## config.mk

```make
export PLATFORM = sky130hd
export DESIGN_NAME = uart_cmd_parser
export DESIGN_NICKNAME = d
export VERILOG_FILES = /design/src/rtl/uart_cmd_parser.sv
export SDC_FILE = /design/constraint.sdc
export NUM_CORES = 1
export LEC_CHECK = 0
export ABC_CLOCK_PERIOD_IN_PS = 2000
export CAP_MARGIN = 20
export CORE_AREA = 2 2 94 96
export DETAILED_ROUTE_END_ITERATION = 16
export DIE_AREA = 0 0 96 98
export PLACE_DENSITY = 0.84
export RECOVER_POWER = 100
export SYNTH_ARGS = -nofsm -noshare
export SYNTH_HDL_FRONTEND = slang
export SYNTH_SLANG_ARGS = --single-unit
```

## constraint.sdc

```tcl
create_clock -name i_clk -period 2 [get_ports i_clk]
set_input_delay 0.6 -clock i_clk [delete_from_list [all_inputs] [get_ports i_clk]]
set_output_delay 0.6 -clock i_clk [all_outputs]
set_load 0.05 [all_outputs]
```

## src/rtl/uart_cmd_parser.sv

```systemverilog
// uart_cmd_parser: frames UART RX bytes into register-file read/write requests.
// Frame: HEADER, OPCODE, ADDR, [D3 D2 D1 D0 on writes, MSB first], CHK.
// CHK is the XOR of every byte after HEADER. A request is issued with a one-cycle
// o_start pulse and held on o_addr/o_data_in/o_state_* until i_done arrives.
// Ports:
//   i_clk, i_rst      clock, synchronous active-high reset
//   i_rx_data/valid   received byte and its one-cycle strobe
//   i_done            register file completion pulse
//   o_data_en         register file enable (0 in reset)
//   o_start           one-cycle request pulse
//   o_state_r/w/fail  request type flags, held until retired
//   o_addr, o_data_in request address and write data
//   o_busy            frame in progress or request outstanding
//   o_err_cnt         saturating count of failed frames and DONE timeouts
module uart_cmd_parser #(
  parameter logic [7:0]  HEADER         = 8'hA5,
  parameter logic [7:0]  OP_READ        = 8'h52,
  parameter logic [7:0]  OP_WRITE       = 8'h57,
  parameter int unsigned TIMEOUT_CYCLES = 100000,
  parameter int unsigned TO_W           = 17
) (
  input  logic        i_clk,
  input  logic        i_rst,
  input  logic [7:0]  i_rx_data,
  input  logic        i_rx_valid,
  input  logic        i_done,
  output logic        o_data_en,
  output logic        o_start,
  output logic        o_state_r,
  output logic        o_state_w,
  output logic        o_state_fail,
  output logic [7:0]  o_addr,
  output logic [31:0] o_data_in,
  output logic        o_busy,
  output logic [7:0]  o_err_cnt
);

  localparam logic [TO_W-1:0] TO_LAST = TO_W'(TIMEOUT_CYCLES - 1);

  typedef enum logic [2:0] {
    S_HDR, S_OP, S_ADDR, S_DATA, S_CHK, S_ISSUE, S_WAIT
  } state_t;

  state_t          r_state, w_state;
  logic [7:0]      r_chk, w_chk;
  logic [TO_W-1:0] r_to_cnt, w_to_cnt;
  logic [1:0]      r_byte_cnt, w_byte_cnt;
  logic            r_is_write, w_is_write;
  logic [7:0]      r_addr, w_addr;
  logic [31:0]     r_data, w_data;
  logic            r_start, w_start;
  logic            r_state_r, w_state_r;
  logic            r_state_w, w_state_w;
  logic            r_state_fail, w_state_fail;
  logic            r_busy, w_busy;
  logic [7:0]      r_err_cnt, w_err_cnt;
  logic            r_data_en;
  logic            w_timeout, w_issue, w_fail, w_err_inc;

  // State and datapath registers
  always_ff @(posedge i_clk) begin
    if (i_rst) begin
      r_state      <= S_HDR;
      r_chk        <= '0;
      r_to_cnt     <= '0;
      r_byte_cnt   <= '0;
      r_is_write   <= 1'b0;
      r_addr       <= '0;
      r_data       <= '0;
      r_start      <= 1'b0;
      r_state_r    <= 1'b0;
      r_state_w    <= 1'b0;
      r_state_fail <= 1'b0;
      r_busy       <= 1'b0;
      r_err_cnt    <= '0;
      r_data_en    <= 1'b0;
    end else begin
      r_state      <= w_state;
      r_chk        <= w_chk;
      r_to_cnt     <= w_to_cnt;
      r_byte_cnt   <= w_byte_cnt;
      r_is_write   <= w_is_write;
      r_addr       <= w_addr;
      r_data       <= w_data;
      r_start      <= w_start;
      r_state_r    <= w_state_r;
      r_state_w    <= w_state_w;
      r_state_fail <= w_state_fail;
      r_busy       <= w_busy;
      r_err_cnt    <= w_err_cnt;
      r_data_en    <= 1'b1;
    end
  end

  // Next-state and next-output logic
  always_comb begin
    w_state      = r_state;
    w_chk        = r_chk;
    w_to_cnt     = r_to_cnt;
    w_byte_cnt   = r_byte_cnt;
    w_is_write   = r_is_write;
    w_addr       = r_addr;
    w_data       = r_data;
    w_start      = 1'b0;
    w_state_r    = r_state_r;
    w_state_w    = r_state_w;
    w_state_fail = r_state_fail;
    w_err_cnt    = r_err_cnt;
    w_issue      = 1'b0;
    w_fail       = 1'b0;
    w_err_inc    = 1'b0;
    w_timeout    = (r_to_cnt == TO_LAST);

    case (r_state)
      S_HDR: begin
        w_to_cnt = '0;
        if (i_rx_valid && (i_rx_data == HEADER)) begin
          w_state = S_OP;
          w_chk   = '0;
        end
      end

      S_OP, S_ADDR, S_DATA, S_CHK: begin
        // An arriving byte takes priority over an expiring inter-byte timeout
        if (i_rx_valid) begin
          w_to_cnt = '0;
          w_chk    = r_chk ^ i_rx_data;
          case (r_state)
            S_OP: begin
              if ((i_rx_data == OP_READ) || (i_rx_data == OP_WRITE)) begin
                w_is_write = (i_rx_data == OP_WRITE);
                w_state    = S_ADDR;
              end else begin
                w_issue = 1'b1;
                w_fail  = 1'b1;
                w_addr  = '0;
                w_data  = '0;
              end
            end
            S_ADDR: begin
              w_addr     = i_rx_data;
              w_byte_cnt = '0;
              w_state    = r_is_write ? S_DATA : S_CHK;
            end
            S_DATA: begin
              w_data     = {r_data[23:0], i_rx_data};
              w_byte_cnt = r_byte_cnt + 2'(1);
              if (r_byte_cnt == 2'd3) begin
                w_state = S_CHK;
              end
            end
            default: begin
              w_issue = 1'b1;
              w_fail  = (i_rx_data != r_chk);
            end
          endcase
        end else if (w_timeout) begin
          w_issue = 1'b1;
          w_fail  = 1'b1;
        end else begin
          w_to_cnt = r_to_cnt + TO_W'(1);
        end
      end

      S_ISSUE: begin
        w_state  = S_WAIT;
        w_to_cnt = '0;
      end

      S_WAIT: begin
        // Incoming bytes are ignored until the request retires
        if (i_done) begin
          w_state      = S_HDR;
          w_state_r    = 1'b0;
          w_state_w    = 1'b0;
          w_state_fail = 1'b0;
          w_to_cnt     = '0;
        end else if (w_timeout) begin
          w_state      = S_HDR;
          w_state_r    = 1'b0;
          w_state_w    = 1'b0;
          w_state_fail = 1'b0;
          w_to_cnt     = '0;
          w_err_inc    = 1'b1;
        end else begin
          w_to_cnt = r_to_cnt + TO_W'(1);
        end
      end

      default: begin
        w_state = S_HDR;
      end
    endcase

    // Launch a request: exactly one type flag set alongside the start pulse
    if (w_issue) begin
      w_state      = S_ISSUE;
      w_start      = 1'b1;
      w_state_fail = w_fail;
      w_state_w    = ~w_fail & r_is_write;
      w_state_r    = ~w_fail & ~r_is_write;
      w_to_cnt     = '0;
      w_err_inc    = w_fail;
    end

    if (w_err_inc && (r_err_cnt != 8'hFF)) begin
      w_err_cnt = r_err_cnt + 8'(1);
    end

    w_busy = (w_state != S_HDR);
  end

  assign o_data_en    = r_data_en;
  assign o_start      = r_start;
  assign o_state_r    = r_state_r;
  assign o_state_w    = r_state_w;
  assign o_state_fail = r_state_fail;
  assign o_addr       = r_addr;
  assign o_data_in    = r_data;
  assign o_busy       = r_busy;
  assign o_err_cnt    = r_err_cnt;

endmodule

```

# Yosys cells after proc, flatten, opt, wreduce, memory -nomap -nowiden
# Index checks and enable logic that the tools add are counted.
[totals]
reg_bits = 85
out_inout_bits = 54
in_bits = 12
wordCells = 104
[op_classes]
n_mux = 42
reduce_logical = 23
n_bitwise = 5
n_eq_ne = 17
n_addsub = 3
[op_table]
columns = ["op", "count"]
rows = [
  ["17-bit two-way mux", 4],
  ["32-bit case mux with 2 select lines", 1],
  ["17-bit case mux with 3 select lines", 1],
  ["32-bit two-way mux", 1],
  ["8-bit case mux with 2 select lines", 2],
  ["3-bit two-way mux", 8],
  ["8-bit two-way mux", 3],
  ["17-bit by 1-bit adder with 17-bit output (second input constant)", 1],
  ["17-bit equality test (second input constant)", 1],
  ["1-bit two-way mux", 17],
  ["8-bit by 7-bit equality test with 1-bit output (second input constant)", 2],
  ["3-bit case mux with 4 select lines", 1],
  ["4-bit AND reduction", 3],
  ["2-bit nonzero test", 5],
  ["3-bit equality test (second input constant)", 3],
  ["3-bit case mux with 3 select lines", 1],
  ["3-bit nonzero test", 3],
  ["8-bit by 1-bit adder with 8-bit output (second input constant)", 1],
  ["8-bit equality test (second input constant)", 1],
  ["8-bit != test", 1],
  ["8-bit != test (second input constant)", 1],
  ["8-bit XOR", 1],
  ["3-bit by 2-bit equality test with 1-bit output (second input constant)", 2],
  ["2-bit != test (second input constant)", 3],
  ["15 further kinds", 23],
]

# Logic depth before layout (Yosys ltp)
[depth]
ltp_word = 9
depth_mapped = 9
ltp_nobuf = 7

# Worst setup path after synthesis
# OpenSTA, ideal clock, no wires.
[synth_timing]
path_type = "input to register"
startpoint = "input i_rx_data[2]"
endpoint = "register r_err_cnt[7] (netlist: o_err_cnt[7])"
setup_ns = 0.119
slack_ns = -0.102
required_ns = 1.881
n_path_buf = 2
arrival_time_ns = 1.983
cell_stages = 8
cell_sequence = "buf_2 xor2_1 nor4_1 nand4_1 a2bb2oi_2 buf_6 nor3_1 o221a_1"
[synth_via]
elab_chain_cells = 8
word_cells_on_any_way = 13
classes_between = "eq/ne (3); mux (8); reduce/logical (2)"
[synth_rtl]
columns = ["item", "line", "rtl"]
rows = [
  ["start: declaration", "24", "input logic [7:0] i_rx_data,"],
  ["8-bit by 7-bit equality test with 1-bit output", "130", "if ((i_rx_data == OP_READ) || (i_rx_data == OP_WRITE)) begin"],
  ["1-bit logical OR", "130", ""],
  ["1-bit two-way mux", "130", ""],
  ["1-bit case mux with 2 select lines", "128", "case (r_state)"],
  ["1-bit two-way mux", "125", "if (i_rx_valid) begin"],
  ["1-bit two-way mux", "114", "case (r_state)"],
  ["1-bit two-way mux *", "196", "if (w_issue) begin"],
  ["1-bit logical AND *", "206", "if (w_err_inc && (r_err_cnt != 8'hFF)) begin"],
  ["end signal: assignment", "90", "r_err_cnt <= w_err_cnt;"],
  ["end: declaration", "56", "logic [7:0] r_err_cnt, w_err_cnt;"],
]
# Mark *: on every way between the ends. The rest lies on a longest branch, timed or not.
# A chain may end at the register's enable or synchronous reset.

# Worst setup path in the final report
[layout_timing]
startpoint = "input i_rx_data[5]"
endpoint = "register r_to_cnt[9]"
[layout_via]
elab_chain_cells = 7
word_cells_on_any_way = 8
classes_between = "eq/ne (2); mux (4); reduce/logical (2)"
[layout_rtl]
columns = ["item", "line", "rtl"]
rows = [
  ["8-bit by 7-bit equality test with 1-bit output", "130", ""],
  ["1-bit logical OR *", "130", ""],
  ["1-bit two-way mux *", "130", ""],
  ["1-bit case mux with 2 select lines *", "128", ""],
  ["1-bit two-way mux *", "125", ""],
  ["1-bit two-way mux *", "114", ""],
  ["2-bit OR reduction (no line) *", "--", ""],
  ["end signal: assignment", "80", "r_to_cnt <= w_to_cnt;"],
  ["end: declaration", "46", "logic [TO_W-1:0] r_to_cnt, w_to_cnt;"],
]
# Marks and branches as above.

==> results.rst <==
.. list-table::
   :header-rows: 1

   * - Metric
     - Value
   * - Yosys top cell area share
     - a little over two fifths
   * - Die area
     - 0.009408 mm^2
   * - Transition at the pin with the smallest max-transition slack
     - 0.4261 ns
   * - Vertical extent of the die
     - ~98 um
   * - Hold violation total from the final report
     - 0
   * - Worst setup SP type
     - input port
   * - Final number of max-transition violations
     - 0
   * - RSZ-0062 raised after global routing
     - yes
   * - Relative slew margins
     - between 70 and 80%
   * - Proportion of layout cells with a drive suffix above 1
     - between 20% and 30%
   * - Synth Flop Type
     - sky130_fd_sc_hd__dfxtp_1
   * - Global-route wire length before repair
     - between 15 and 20 mm
   * - Root Buffer Master
     - sky130_fd_sc_hd__clkbuf_8
   * - Count of nets after finishing
     - ~600
   * - Final min period
     - about 2.0 ns
   * - Inserted Clock Buffers
     - 9
   * - First-pass detailed-route iteration total
     - 5
   * - Most common cell after layout, fill and taps aside
     - sky130_fd_sc_hd__buf_4
   * - Post-Route Skew
     - between 0.015 and 0.02 ns
   * - Die boundary width
     - between 90 and 100 um
   * - Total number of H-tree levels
     - 3
   * - Yosys warnings
     - 0
   * - Remaining global-route overflow
     - 0
   * - HPWL after DPL
     - between 7 and 8 mm
   * - Setup violations, final
     - 0
   * - Placer Congestion
     - 0.9375
   * - WP data required
     - ~2.3 ns
   * - Maximum number of pins on one net before global-route repair
     - 41
   * - Number of remaining DRC errors
     - 0
   * - Total of max-cap violations
     - 0
   * - Period Utilization, post-route
     - 99.35%
   * - Overall global routing resource usage
     - between 20% and 30%
   * - Synth Area in Compound Gates
     - about 14%
   * - CTS tree
     - yes
   * - Critical Path AT
     - 2.27 ns
   * - Antenna Diode Count
     - 0
   * - Largest driver fanout on the critical path
     - 17
   * - Power density normalized to cell area
     - 731.8 mW/mm^2
   * - Dominant combinational cell family by area after synthesis
     - simple AND/OR/NAND/NOR gates
   * - Flop and latch count out of synthesis
     - 85
   * - Capturing element type of the critical path
     - flop
   * - Multiplexer share of the synthesized area
     - about 3.1%
   * - Mean area per synthesized cell
     - roughly 8 um^2
   * - Antenna violations before repair
     - 0
   * - Count of nets left with antenna violations after detail routing
     - 0
   * - Skew-Pair Late Insertion Delay
     - 0.36 ns
   * - Synth top area cells
     - sky130_fd_sc_hd__dfxtp_1 43%, sky130_fd_sc_hd__nand2_1 7.0%, sky130_fd_sc_hd__a21oi_1 6.6%, sky130_fd_sc_hd__nand3_1 5.4%, sky130_fd_sc_hd__xor2_1 4.4%
   * - Post-synthesis adder-cell area fraction
     - less than 1%
   * - Core Footprint
     - between 0.008 and 0.009 mm^2
   * - Vias in the first global route
     - about 3700
   * - Filler-free cell count of the finished design
     - approximately 700
   * - Detailed-route wire length per cell
     - roughly 15 um
   * - Clock transition at the register clock pins on the worst setup and hold paths after CTS
     - 0.09 ns
   * - Fillers
     - between 700 and 800
   * - Post-synthesis share of cell area spent on and, or, nand and nor gates
     - roughly 29%
   * - Total wire length after detailed routing
     - about 11 mm
   * - Most frequent cells in the layout
     - 111 x sky130_fd_sc_hd__buf_4, 83 x sky130_fd_sc_hd__dfxtp_1, 74 x sky130_fd_sc_hd__nand2_1, 51 x sky130_fd_sc_hd__a21oi_1, 43 x sky130_fd_sc_hd__nand3_1
   * - Utilization after layout
     - 62.24%
   * - Number of placed I/O pins
     - between 60 and 70
   * - Static leakage power
     - 0.002133 uW
   * - Worst hold path type
     - flop to flop
   * - Count of cell types in the netlist
     - about 60
   * - Number of instances in the synthesized netlist
     - between 400 and 500
   * - Proportion of synthesized chip area in sequential cells
     - 42.89%
   * - I/O Buffers
     - 65
   * - Status
     - finished clean
   * - Post-synthesis to final-layout area growth
     - 32.80%
   * - Worst supply voltage drop on vdd
     - roughly 0.00043 V
   * - Class of the most critical setup path
     - input port to flop
   * - Net count after synthesis
     - 498
   * - Area share of xor/xnor cells in the synthesized design
     - 5.740%
   * - Vias per Instance
     - about 5.6
   * - Number of flops mapped to enable cells by yosys
     - 0
   * - Post-synth ARST share
     - 0%
   * - Highest clock frequency the design can meet
     - 0.5032 GHz
   * - Buffer depth of the longest clock path
     - 2
   * - Vias
     - just under 4000
   * - Cell taking the most area after synthesis
     - sky130_fd_sc_hd__dfxtp_1
   * - Number of cell rows
     - 34
   * - Post-synth design cell area
     - between 0.003 and 0.004 mm^2
   * - Number of violations reported at the end of detailed-routing iteration 0
     - between 300 and 400
   * - Initial standard-cell utilization of the core
     - around 47%
   * - Post-placement cell count
     - 683
   * - Number of clock sinks
     - 85
-- flip-flops by register name (all words and copies together), names as in the netlist --
name,flops
o_state_fail,1
r_is_write,1
o_state_r,1
o_start,1
r_state,3
o_data_en,1
r_byte_cnt,2
o_addr,8
o_state_w,1
r_chk,8
o_err_cnt,8
o_busy,1
o_data_in,32
r_to_cnt,17
-- per-layer routing --
metal / GRT usage, % / part of all wire (%) / vias up
met5: 0 / 0 / -
met4: 8.242 / 2.4 / 0
met3: 5.401 / 4.7 / 26
met2: 38.57 / 51 / 114
met1: 28.63 / 42 / 1870
li1: - / - / 1895
-- where the power goes --
group	total, uW	switching (uW)	internal [uW]	leakage, uW
Combinational	705	412	292	0.00133
Sequential	1770	35.0	1730	0.000686
Clock	1380	662	721	0.000116
Total	3860	1110	2750	0.00213
-- timing repair --
| action | 4_1_cts | 5_1_grt |
|---|---|---|
| buffers inserted | 1 | 2 |
| hold endpoints to repair | 0 | 0 |
| cloned | 1 | 0 |
| pin swaps | 5 | 7 |
| resized for setup | 16 | 19 |
| hold buffers | 0 | 0 |
| endpoints found under the setup margin | 70 | 38 |
-- metrics by stage --
step / TNS, ns / instance area (um^2) / worst slack, ns / total power [uW] / hold slack [ns]
after floorplan: -0.04428 / 3988 / -0.02193 / 2198 / 0.4356
after global placement: -34.07 / 4967 / -0.5800 / 2453 / 0.4426
after detailed placement: -37.99 / 4967 / -0.6414 / 2469 / 0.4449
after CTS: -0.005111 / 5234 / -0.005111 / 3854 / 0.4600
after global routing: -0.2530 / 5269 / -0.04081 / 4011 / 0.4812
final: 0 / 5269 / 0.01291 / 3856 / 0.4607
-- critical path, stage by stage --
cell                              delay, ns
sky130_fd_sc_hd__clkdlybuf4s15_1       0.22
sky130_fd_sc_hd__and4bb_1              0.31
sky130_fd_sc_hd__a31oi_1               0.10
sky130_fd_sc_hd__o21a_2                0.27
sky130_fd_sc_hd__buf_4                 0.16
sky130_fd_sc_hd__nor2_1                0.21
sky130_fd_sc_hd__o21ai_2               0.12
sky130_fd_sc_hd__buf_12                0.16
sky130_fd_sc_hd__nor2_1                0.11
-- synthesized netlist by cell type (all sizes together), types with 2 or more instances --
cell	number
and2	4
mux2i	11
xor2	20
nand4	9
o31ai	4
o21ai	20
o211a	2
nor3	11
and3	4
nor4b	2
a21oi	52
a31oi	3
or4	3
xnor2	6
nor3b	2
o41ai	2
nor2b	4
buf	12
or3	4
inv	6
nand3b	10
nand3	43
nand2	74
nand2b	3
clkbuf	20
ha	3
nor2	41
and4	3
dfxtp	85
nor4	3
-- final cells by class --
cell class	count	area, um^2	share of cell area [%]
Sequential cell	85	1704	32.34
Clock inverter	7	102.6	1.947
Inverter	6	22.52	0.4275
Multi-Input combinational cell	361	2171	41.20
Clock buffer	9	123.9	2.351
Tap cell	108	135.1	2.565
Timing Repair Buffer	127	1010	19.16
-- logic make-up (layout without fill, tap and decap cells) --
family                   after synthesis  in the layout
adder cells (fa/ha/maj)                3              3
multiplexers                          12             12
XOR/XNOR                              26             26
buffers and inverters                 38            149
AO/OA/AOI/OAI                         94             95
flip-flops                            85             85
AND/OR/NAND/NOR                      225            225
-- path summary, 6_finish.rpt --
kind                         startpoint                    endpoint  slack (ns)  cells after the start
max                        i_rx_data[5]    r_to_cnt[9]$_SDFFE_PP0P_        0.01                      9
min          o_data_in[28]$_SDFFE_PP0P_  o_data_in[28]$_SDFFE_PP0P_        0.46                      2
max reg2reg    r_to_cnt[0]$_SDFFE_PP0P_           o_busy$_SDFF_PP0_        0.04                      6
min reg2reg  o_data_in[28]$_SDFFE_PP0P_  o_data_in[28]$_SDFFE_PP0P_        0.46                      2
(Power assumes the default switching activity.)
